File: config.mk
export PLATFORM = sky130hd
export DESIGN_NAME = turn_controller_flat
export DESIGN_NICKNAME = d
export VERILOG_FILES = /design/src/rtl/turn_controller_if.sv /design/src/rtl/turn_controller.sv /design/src/flat_wrapper.sv
export SDC_FILE = /design/constraint.sdc
export NUM_CORES = 1
export LEC_CHECK = 0
export BUFFER_PORTS_ARGS = -buffer_cell sky130_fd_sc_hd__clkbuf_2
export CORE_MARGIN = 2
export CORE_UTILIZATION = 40
export DETAILED_ROUTE_END_ITERATION = 10
export MAX_ROUTING_LAYER = met4
export PLACE_DENSITY = 0.69
export SYNTH_ARGS = -nofsm -noshare
export SYNTH_HDL_FRONTEND = slang
export SYNTH_SLANG_ARGS = --single-unit
File: constraint.sdc
create_clock -name clk -period 2.1 [get_ports clk]
set_input_delay 0.42 -clock clk [delete_from_list [all_inputs] [get_ports clk]]
set_output_delay 0.42 -clock clk [all_outputs]
set_load 0.01 [all_outputs]
File: src/rtl/turn_controller_if.sv
// Handshake bundle between the turn sequencer, the cronometer, the auto-mover and the board.
// The sequencer attaches through the slave modport; the board/test side attaches through master.
interface turn_controller_if #(
  parameter int TURN_W = 4
) ();
  logic              start;
  logic              moveValid;
  logic              timeout;
  logic              autoMoveAck;
  logic              gameOver;
  logic              timerRst;
  logic              autoMoveReq;
  logic              player;
  logic [TURN_W-1:0] turnCount;
  logic              done;
  logic              forfeit;

  modport slave (
    input  start, moveValid, timeout, autoMoveAck, gameOver,
    output timerRst, autoMoveReq, player, turnCount, done, forfeit
  );

  modport master (
    output start, moveValid, timeout, autoMoveAck, gameOver,
    input  timerRst, autoMoveReq, player, turnCount, done, forfeit
  );
endinterface

File: src/rtl/turn_controller.sv
// Two-player turn sequencer: alternates sides, requests auto-moves on timeout, counts turns.
// Optional per-player strike-out forfeit is enabled by defining TURN_STRIKES_EN.
module turn_controller #(
  parameter int MAX_TURNS = 9,
  parameter int TURN_W    = 4
`ifdef TURN_STRIKES_EN
  , parameter int STRIKE_LIMIT = 2
`endif
) (
  input  logic clk,
  input  logic rst,
  turn_controller_if.slave bus
);
  typedef enum logic [2:0] {S_IDLE, S_PLAY, S_AUTO, S_SWITCH, S_DONE} state_t;

  localparam logic [TURN_W-1:0] MAX_T = TURN_W'(MAX_TURNS);

  state_t            state_q, state_d;
  logic              player_q, player_d;
  logic [TURN_W-1:0] turn_count_q, turn_count_d;
  logic              timer_rst_q, timer_rst_d;
  logic              auto_req_q, auto_req_d;
  logic              done_q, done_d;
  logic [TURN_W-1:0] turn_inc;

`ifdef TURN_STRIKES_EN
  localparam int STRIKE_W = $clog2(STRIKE_LIMIT + 1);
  localparam logic [STRIKE_W-1:0] STRIKE_MAX = STRIKE_W'(STRIKE_LIMIT);
  logic [STRIKE_W-1:0] strike_q [0:1];
  logic [STRIKE_W-1:0] strike_d [0:1];
  logic [STRIKE_W-1:0] strike_inc;
  logic                forfeit_q, forfeit_d;
`endif

  assign turn_inc = turn_count_q + 1'b1;

  always_comb begin
    state_d      = state_q;
    player_d     = player_q;
    turn_count_d = turn_count_q;
`ifdef TURN_STRIKES_EN
    strike_d   = strike_q;
    forfeit_d  = forfeit_q;
    strike_inc = strike_q[player_q] + 1'b1;
`endif
    case (state_q)
      S_IDLE, S_DONE: begin
        if (bus.start) begin
          state_d      = S_PLAY;
          player_d     = 1'b0;
          turn_count_d = '0;
`ifdef TURN_STRIKES_EN
          strike_d[0] = '0;
          strike_d[1] = '0;
          forfeit_d   = 1'b0;
`endif
        end
      end
      S_PLAY: begin
        if (bus.gameOver) begin
          state_d = S_DONE;
        end else if (bus.moveValid) begin
          state_d = S_SWITCH;
`ifdef TURN_STRIKES_EN
          strike_d[player_q] = '0;
`endif
        end else if (bus.timeout) begin
`ifdef TURN_STRIKES_EN
          strike_d[player_q] = strike_inc;
          if (strike_inc == STRIKE_MAX) begin
            state_d   = S_DONE;
            forfeit_d = 1'b1;
          end else begin
            state_d = S_AUTO;
          end
`else
          state_d = S_AUTO;
`endif
        end
      end
      S_AUTO: begin
        if (bus.gameOver)         state_d = S_DONE;
        else if (bus.autoMoveAck) state_d = S_SWITCH;
      end
      S_SWITCH: begin
        player_d     = ~player_q;
        turn_count_d = turn_inc;
        state_d      = (turn_inc == MAX_T) ? S_DONE : S_PLAY;
      end
      default: state_d = S_IDLE;
    endcase

    // Outputs are registered from the next state so they are Moore-aligned with state_q.
    timer_rst_d = (state_d == S_IDLE) || (state_d == S_SWITCH) || (state_d == S_DONE);
    auto_req_d  = (state_d == S_AUTO);
    done_d      = (state_d == S_DONE);
  end

  always_ff @(posedge clk) begin
    if (rst) begin
      state_q      <= S_IDLE;
      player_q     <= 1'b0;
      turn_count_q <= '0;
      timer_rst_q  <= 1'b1;
      auto_req_q   <= 1'b0;
      done_q       <= 1'b0;
`ifdef TURN_STRIKES_EN
      strike_q[0]  <= '0;
      strike_q[1]  <= '0;
      forfeit_q    <= 1'b0;
`endif
    end else begin
      state_q      <= state_d;
      player_q     <= player_d;
      turn_count_q <= turn_count_d;
      timer_rst_q  <= timer_rst_d;
      auto_req_q   <= auto_req_d;
      done_q       <= done_d;
`ifdef TURN_STRIKES_EN
      strike_q[0]  <= strike_d[0];
      strike_q[1]  <= strike_d[1];
      forfeit_q    <= forfeit_d;
`endif
    end
  end

  assign bus.timerRst    = timer_rst_q;
  assign bus.autoMoveReq = auto_req_q;
  assign bus.player      = player_q;
  assign bus.turnCount   = turn_count_q;
  assign bus.done        = done_q;
`ifdef TURN_STRIKES_EN
  assign bus.forfeit     = forfeit_q;
`else
  assign bus.forfeit     = 1'b0;
`endif
endmodule

File: src/flat_wrapper.sv
// flat-port wrapper written by rule: the top's interface ports become plain ports
module turn_controller_flat 
#(
  parameter int MAX_TURNS = 9,
  parameter int TURN_W    = 4

)
  (clk, rst, bus_start, bus_moveValid, bus_timeout, bus_autoMoveAck, bus_gameOver, bus_timerRst, bus_autoMoveReq, bus_player, bus_turnCount, bus_done, bus_forfeit);
  turn_controller_if #(.TURN_W(TURN_W)) bus_i ();
  input  logic clk;
  input  logic rst;
  input wire logic [$bits(bus_i.start)-1:0] bus_start;
  input wire logic [$bits(bus_i.moveValid)-1:0] bus_moveValid;
  input wire logic [$bits(bus_i.timeout)-1:0] bus_timeout;
  input wire logic [$bits(bus_i.autoMoveAck)-1:0] bus_autoMoveAck;
  input wire logic [$bits(bus_i.gameOver)-1:0] bus_gameOver;
  output wire logic [$bits(bus_i.timerRst)-1:0] bus_timerRst;
  output wire logic [$bits(bus_i.autoMoveReq)-1:0] bus_autoMoveReq;
  output wire logic [$bits(bus_i.player)-1:0] bus_player;
  output wire logic [$bits(bus_i.turnCount)-1:0] bus_turnCount;
  output wire logic [$bits(bus_i.done)-1:0] bus_done;
  output wire logic [$bits(bus_i.forfeit)-1:0] bus_forfeit;
  assign bus_i.start = bus_start;
  assign bus_i.moveValid = bus_moveValid;
  assign bus_i.timeout = bus_timeout;
  assign bus_i.autoMoveAck = bus_autoMoveAck;
  assign bus_i.gameOver = bus_gameOver;
  assign bus_timerRst = bus_i.timerRst;
  assign bus_autoMoveReq = bus_i.autoMoveReq;
  assign bus_player = bus_i.player;
  assign bus_turnCount = bus_i.turnCount;
  assign bus_done = bus_i.done;
  assign bus_forfeit = bus_i.forfeit;
  turn_controller #(.MAX_TURNS(MAX_TURNS), .TURN_W(TURN_W)) u_core (.clk(clk), .rst(rst), .bus(bus_i));
endmodule
---- Yosys cells after proc, flatten, opt, wreduce, memory -nomap -nowiden ----
Cells that the tools add are included.
operators by class
  add/sub/neg operators ................... 1
  eq/ne operators ......................... 9
  multiplexer cells ....................... 12
  bitwise gates (word level) .............. 1
  reductions and logical operators ........ 7
operator list
  cell                                           number
  2-to-1 mux 3 bit                               7
  == test 3 x 2 -> 1 bit, second input constant  4
  case mux 3 bit (4 select lines)                1
  case mux 4 bit (2 select lines)                1
  == test 3 bit, second input constant           2
  zero test 3 bit                                2
  adder 4 x 1 -> 4 bit, second input constant    1
  == test 4 bit, second input constant           1
  2-to-1 mux 4 bit                               1
  == test 3 x 1 -> 1 bit, second input constant  1
  logical OR 1 bit                               2
  inequality test 2 bit, second input constant   1
  case mux 1 bit (2 select lines)                1
  AND reduction 2 bit                            1
  nonzero test 2 bit                             1
  OR reduction 2 bit                             1
  2-to-1 mux 1 bit                               1
  NOT 1 bit                                      1
word-level totals
  register bits after elaboration ......... 11
  input bits .............................. 7
  output and inout port bits .............. 9
  logic and storage cells ................. 36

---- Longest topological paths before layout ----
  depth after elaboration ................. 7
  depth in mapped cells ................... 7
  gate-level depth less buffers ........... 7

---- Worst setup path after synthesis ----
No wires, ideal clock.
  path kind ............................... reg-to-reg
  start point ............................. register u_core.turn_count_q[0] (netlist: u_core.bus.turnCount[0])
  end point ............................... register u_core.timer_rst_q (netlist: u_core.bus.timerRst)
  library setup time ...................... 0.115 ns
  data arrival time ....................... 1.494 ns
  data required time ...................... 1.985 ns
  setup slack ............................. 0.491 ns
  stages on the path, launching flop included .. 7
  clock period less this slack ............ 1.609 ns
  cells stage by stage .................... dfxtp_1 -> ha_1 -> nor2_1 -> a21o_1 -> a311oi_2 -> nor2b_1 -> o21ba_1
between the ends
  longest elaborated chain between the ends .. 7
  elaborated cells between the ends (all ways) .. 9
  those cells by class .................... 1 x add/sub; 3 x eq/ne; 2 x mux; 3 x reduce/logical
ends and longest elaborated chain
  what                                                       line                    text
  start: declaration                                         turn_controller.sv:20   logic [TURN_W-1:0] turn_count_q, turn_count_d;
  start signal: assignment                                   turn_controller.sv:115  turn_count_q <= turn_count_d;
  adder 4 x 1 -> 4 bit (*)                                   turn_controller.sv:35   assign turn_inc = turn_count_q + 1'b1;
  == test 4 bit (*)                                          turn_controller.sv:88   state_d = (turn_inc == MAX_T) ? S_DONE : S_PLAY;
  2-to-1 mux 3 bit (*)                                       turn_controller.sv:88
  case mux 3 bit (4 select lines) (*)                        turn_controller.sv:46   case (state_q)
  == test 3 x 2 -> 1 bit or zero test 3 bit (tied branches)  turn_controller.sv:94   timer_rst_d = (state_d == S_IDLE) || (state_d == S_SWITCH) || (state_d == S_DONE);
  logical OR 1 bit                                           turn_controller.sv:94
  logical OR 1 bit (*)                                       turn_controller.sv:94
  end signal: assignment                                     turn_controller.sv:116  timer_rst_q <= timer_rst_d;
  end: declaration                                           turn_controller.sv:21   logic timer_rst_q, timer_rst_d;
Mark *: on every way between the ends. The rest lies on a longest branch, timed or not.
A chain may end at the register's enable or synchronous reset.

---- Final worst setup path ----
Ends and elaborated chain as after synthesis.

==> impl_results.rst <==
.. list-table::
   :header-rows: 1

   * - Metric
     - Value
   * - Post-route minimum period
     - 1.695 ns
   * - Post-Syn Area
     - 569.3 sq um
   * - Number of H-tree branching levels
     - 1
   * - Top-area cell type share of the netlist area
     - 0.3868
   * - Peak Freq
     - 590.1 MHz
   * - Top post-synthesis cells by area
     - sky130_fd_sc_hd__dfxtp_1 (39%), sky130_fd_sc_hd__nor2_1 (11%), sky130_fd_sc_hd__a21oi_1 (4.4%)
   * - Number of vias in the routed layout
     - 506
   * - Setup violators final
     - 0
   * - Post-Synthesis Mean Instance Area
     - 8.251 sq um
   * - Overflow left after global routing
     - 0
   * - Port Buffer Count
     - 14
   * - Number of rows created at floorplan
     - 13
   * - Resize count post-CTS
     - 0
   * - Dominant cell by count in the synthesized netlist
     - sky130_fd_sc_hd__nor2_1
   * - Critical path class
     - register to register
   * - Layout cell share with drive strength beyond 1
     - 0.2471
   * - Post-layout utilization of the core
     - 0.5109
   * - Pwr Density
     - slightly above 600 mW/mm^2
   * - Number of cells after detailed placement
     - 96
   * - Setup tns final
     - 0 ns
   * - TritonCTS clock tree
     - built
   * - Number of buffers between clock root and the deepest sink
     - 2
   * - Clock edge transition at the registers on the reported setup and hold paths
     - 0.07 ns
   * - Async S/R FF share, synth
     - 0
   * - Tcrit/Tclk final
     - 0.8069
   * - Number of global-route vias before repair
     - slightly below 400
   * - Placeable core region
     - 0.001318 sq mm
   * - Starting density of the core
     - 0.4321
   * - Number of antenna violations at the first check in global routing
     - 0
   * - Number of nets produced by synthesis
     - 78
   * - Path depth of the worst reg2reg path
     - 6
   * - Run status
     - complete, no violations
   * - Number of cells on the worst hold path
     - 2
   * - Buffer cell driving the clock tree root
     - sky130_fd_sc_hd__clkbuf_4
   * - Count of cell types in the netlist
     - 30
   * - VDD IR-drop max
     - 425.0 uV
   * - Maximum fanout count along the critical path
     - 7
   * - Die Area
     - 0.001741 sq mm
   * - Floorplan die width
     - between 40 and 50 um
   * - Slack of the critical path
     - between 0.4 and 0.5 ns
   * - Overall power
     - a little over 400 uW
   * - Crit path depth
     - 6
   * - Antenna cell count
     - 0
   * - Filler-free cell count of the finished design
     - 100
   * - Number of CTS-inserted buffers
     - 3
   * - Setup slack after placement
     - 0.4334 ns
   * - Cells after Synth
     - 69
   * - Largest net degree at the start of global routing
     - 12
   * - Cts hold-fix bufs
     - 0
   * - I/O Pins
     - 16
   * - Share of synthesized area occupied by flip-flops and latches
     - 0.3868
   * - Global-route wire length before repair
     - 1.628 mm
   * - Total placed instance area
     - 646.9 sq um
   * - # DRC
     - 0
   * - Buffering stage count on the worst path with inverters included
     - 0
   * - Number of fill cells
     - 127
   * - Delay of the slowest cell on the worst path
     - 0.43 ns
   * - Combined global-route utilization of all metal layers
     - 0.1230
   * - Final HPWL DP
     - ~800 um
   * - Worst path arrival time
     - between 1.5 and 2 ns
   * - Worst clock skew on the final layout
     - 0.003449 ns
   * - Worst-Skew Late Latency
     - 0.27 ns
   * - Routability congestion estimate from global placement
     - 0.8253
   * - Dominant register cell in the synthesized netlist
     - sky130_fd_sc_hd__dfxtp_1
   * - Leakage power
     - 0.2852 nW
   * - Slowest stage cell on the critical path
     - sky130_fd_sc_hd__dfxtp_1
   * - Die extent in y
     - roughly 42 um
   * - Number of endpoints with negative hold slack in the final report
     - 0
   * - Count of max-cap constraint violations
     - 0
   * - Startpoint types
     - register
   * - Kind of end point of the critical path
     - register
   * - Required time at the worst-slack endpoint
     - 2.26 ns
   * - Cell-by-cell trace of the critical path
     - ha_1, nor2_1, a21o_1, a311oi_2, nor2b_1, o21ba_1
   * - Number of enable-type register cells in the synthesized netlist
     - 0
   * - Number of flip-flops and latches in the synthesized netlist
     - 11
   * - Synthesis-to-finish area growth
     - 18.24%
   * - Number of sinks driven by the clock tree
     - 11
   * - Post-route antenna net violation count
     - 0
   * - Most frequent cells after synthesis
     - sky130_fd_sc_hd__nor2_1 (17), sky130_fd_sc_hd__dfxtp_1 (11), sky130_fd_sc_hd__a21oi_1 (5), sky130_fd_sc_hd__nor2b_1 (3)
   * - Synth warn
     - 0
   * - Synth area leader
     - sky130_fd_sc_hd__dfxtp_1
   * - Number of DRC violations after detailed-routing iteration 0
     - 6
   * - Detailed-routing iteration count for the pre-antenna-repair pass
     - 3
   * - WL/cell
     - 10.88 um
   * - Post-route design area
     - about 670 sq um
   * - Cell class contributing the biggest share of worst-path delay
     - compound AO/OA/AOI/OAI gates
   * - Final net count
     - 95
   * - Post-CTS Repair Setup Buffers
     - 0
   * - DR vias/cell
     - 5.060
   * - Final Max Tran Viols
     - 0
   * - Unrepaired setup endpoints after global routing
     - false
   * - Type of the worst min-delay path
     - input pin to register
   * - Worst-case hold slack
     - 0.4696 ns
   * - Final routed wirelength across all metal layers
     - about 1.1 mm
[kinds of logic (layout without fill, tap and decap cells)]
family                   count (synthesis)  count (layout)  synth area share
adder cells (fa/ha/maj)                  2               2           0.04395
other                                    1               1          0.006587
AND/OR/NAND/NOR                         32              32            0.3011
flip-flops                              11              11            0.3868
AO/OA/AOI/OAI                           16              16            0.1912
buffers and inverters                    5              21           0.03956
XOR/XNOR                                 2               2           0.03077
[per-layer routing]
layer,wire length (um),vias to the layer above,global-route usage
met2,437,13,0.1781
met3,52,5,0.02609
met5,0,-,-
met1,570,218,0.1543
met4,29,0,0.07742
li1,-,270,-
[power breakdown]
group / switching, mW / leakage, nW / internal, mW
Clock: 0.0720 / 0.0150 / 0.0735
Combinational: 0.0259 / 0.181 / 0.0197
Sequential: 0.00572 / 0.0894 / 0.216
[registers in the layout, summed over array words and instances, names as in the netlist]
signal                  flops
u_core.state_q              3
u_core.bus.done             1
u_core.bus.player           1
u_core.bus.turnCount        4
u_core.bus.timerRst         1
u_core.bus.autoMoveReq      1
[final timing paths]
check	startpoint	to	slack, ns
worst min register to register	u_core.bus.player	u_core.bus.player	0.53
worst max-delay path	u_core.bus.turnCount[0]	u_core.bus.timerRst	0.41
worst max register to register	u_core.bus.turnCount[0]	u_core.bus.timerRst	0.41
worst min-delay path	rst	u_core.bus.turnCount[2]	0.47
[worst reg2reg max path, cell delays in order (launching register included)]
cell                       delay, ns
sky130_fd_sc_hd__dfxtp_1        0.43
sky130_fd_sc_hd__ha_1           0.30
sky130_fd_sc_hd__nor2_1         0.07
sky130_fd_sc_hd__a21o_1         0.16
sky130_fd_sc_hd__a311oi_2       0.33
sky130_fd_sc_hd__nor2b_1        0.11
sky130_fd_sc_hd__o21ba_1        0.19
[layout make-up]
class	count	area, sq um	share of cell area
tap	15	18.77	0.02788
sequential	11	220.2	0.3271
timing repair buffer	14	70.07	0.1041
multi-input combinational	53	326.6	0.4851
clock buffer	4	26.28	0.03903
inverter	3	11.26	0.01673
[placed cells by master (no fill, tap or decap), types with 2 or more instances in the layout]
master,instances
sky130_fd_sc_hd__nor3b_1,2
sky130_fd_sc_hd__clkbuf_2,14
sky130_fd_sc_hd__ha_1,2
sky130_fd_sc_hd__inv_1,2
sky130_fd_sc_hd__o21ai_1,2
sky130_fd_sc_hd__a31oi_1,2
sky130_fd_sc_hd__nand2b_1,2
sky130_fd_sc_hd__dfxtp_1,11
sky130_fd_sc_hd__nor2b_1,3
sky130_fd_sc_hd__a21oi_1,5
sky130_fd_sc_hd__nor2_1,17
sky130_fd_sc_hd__nand3_1,2
sky130_fd_sc_hd__clkbuf_4,3
Note: power is estimated with default switching activity, not from simulation.
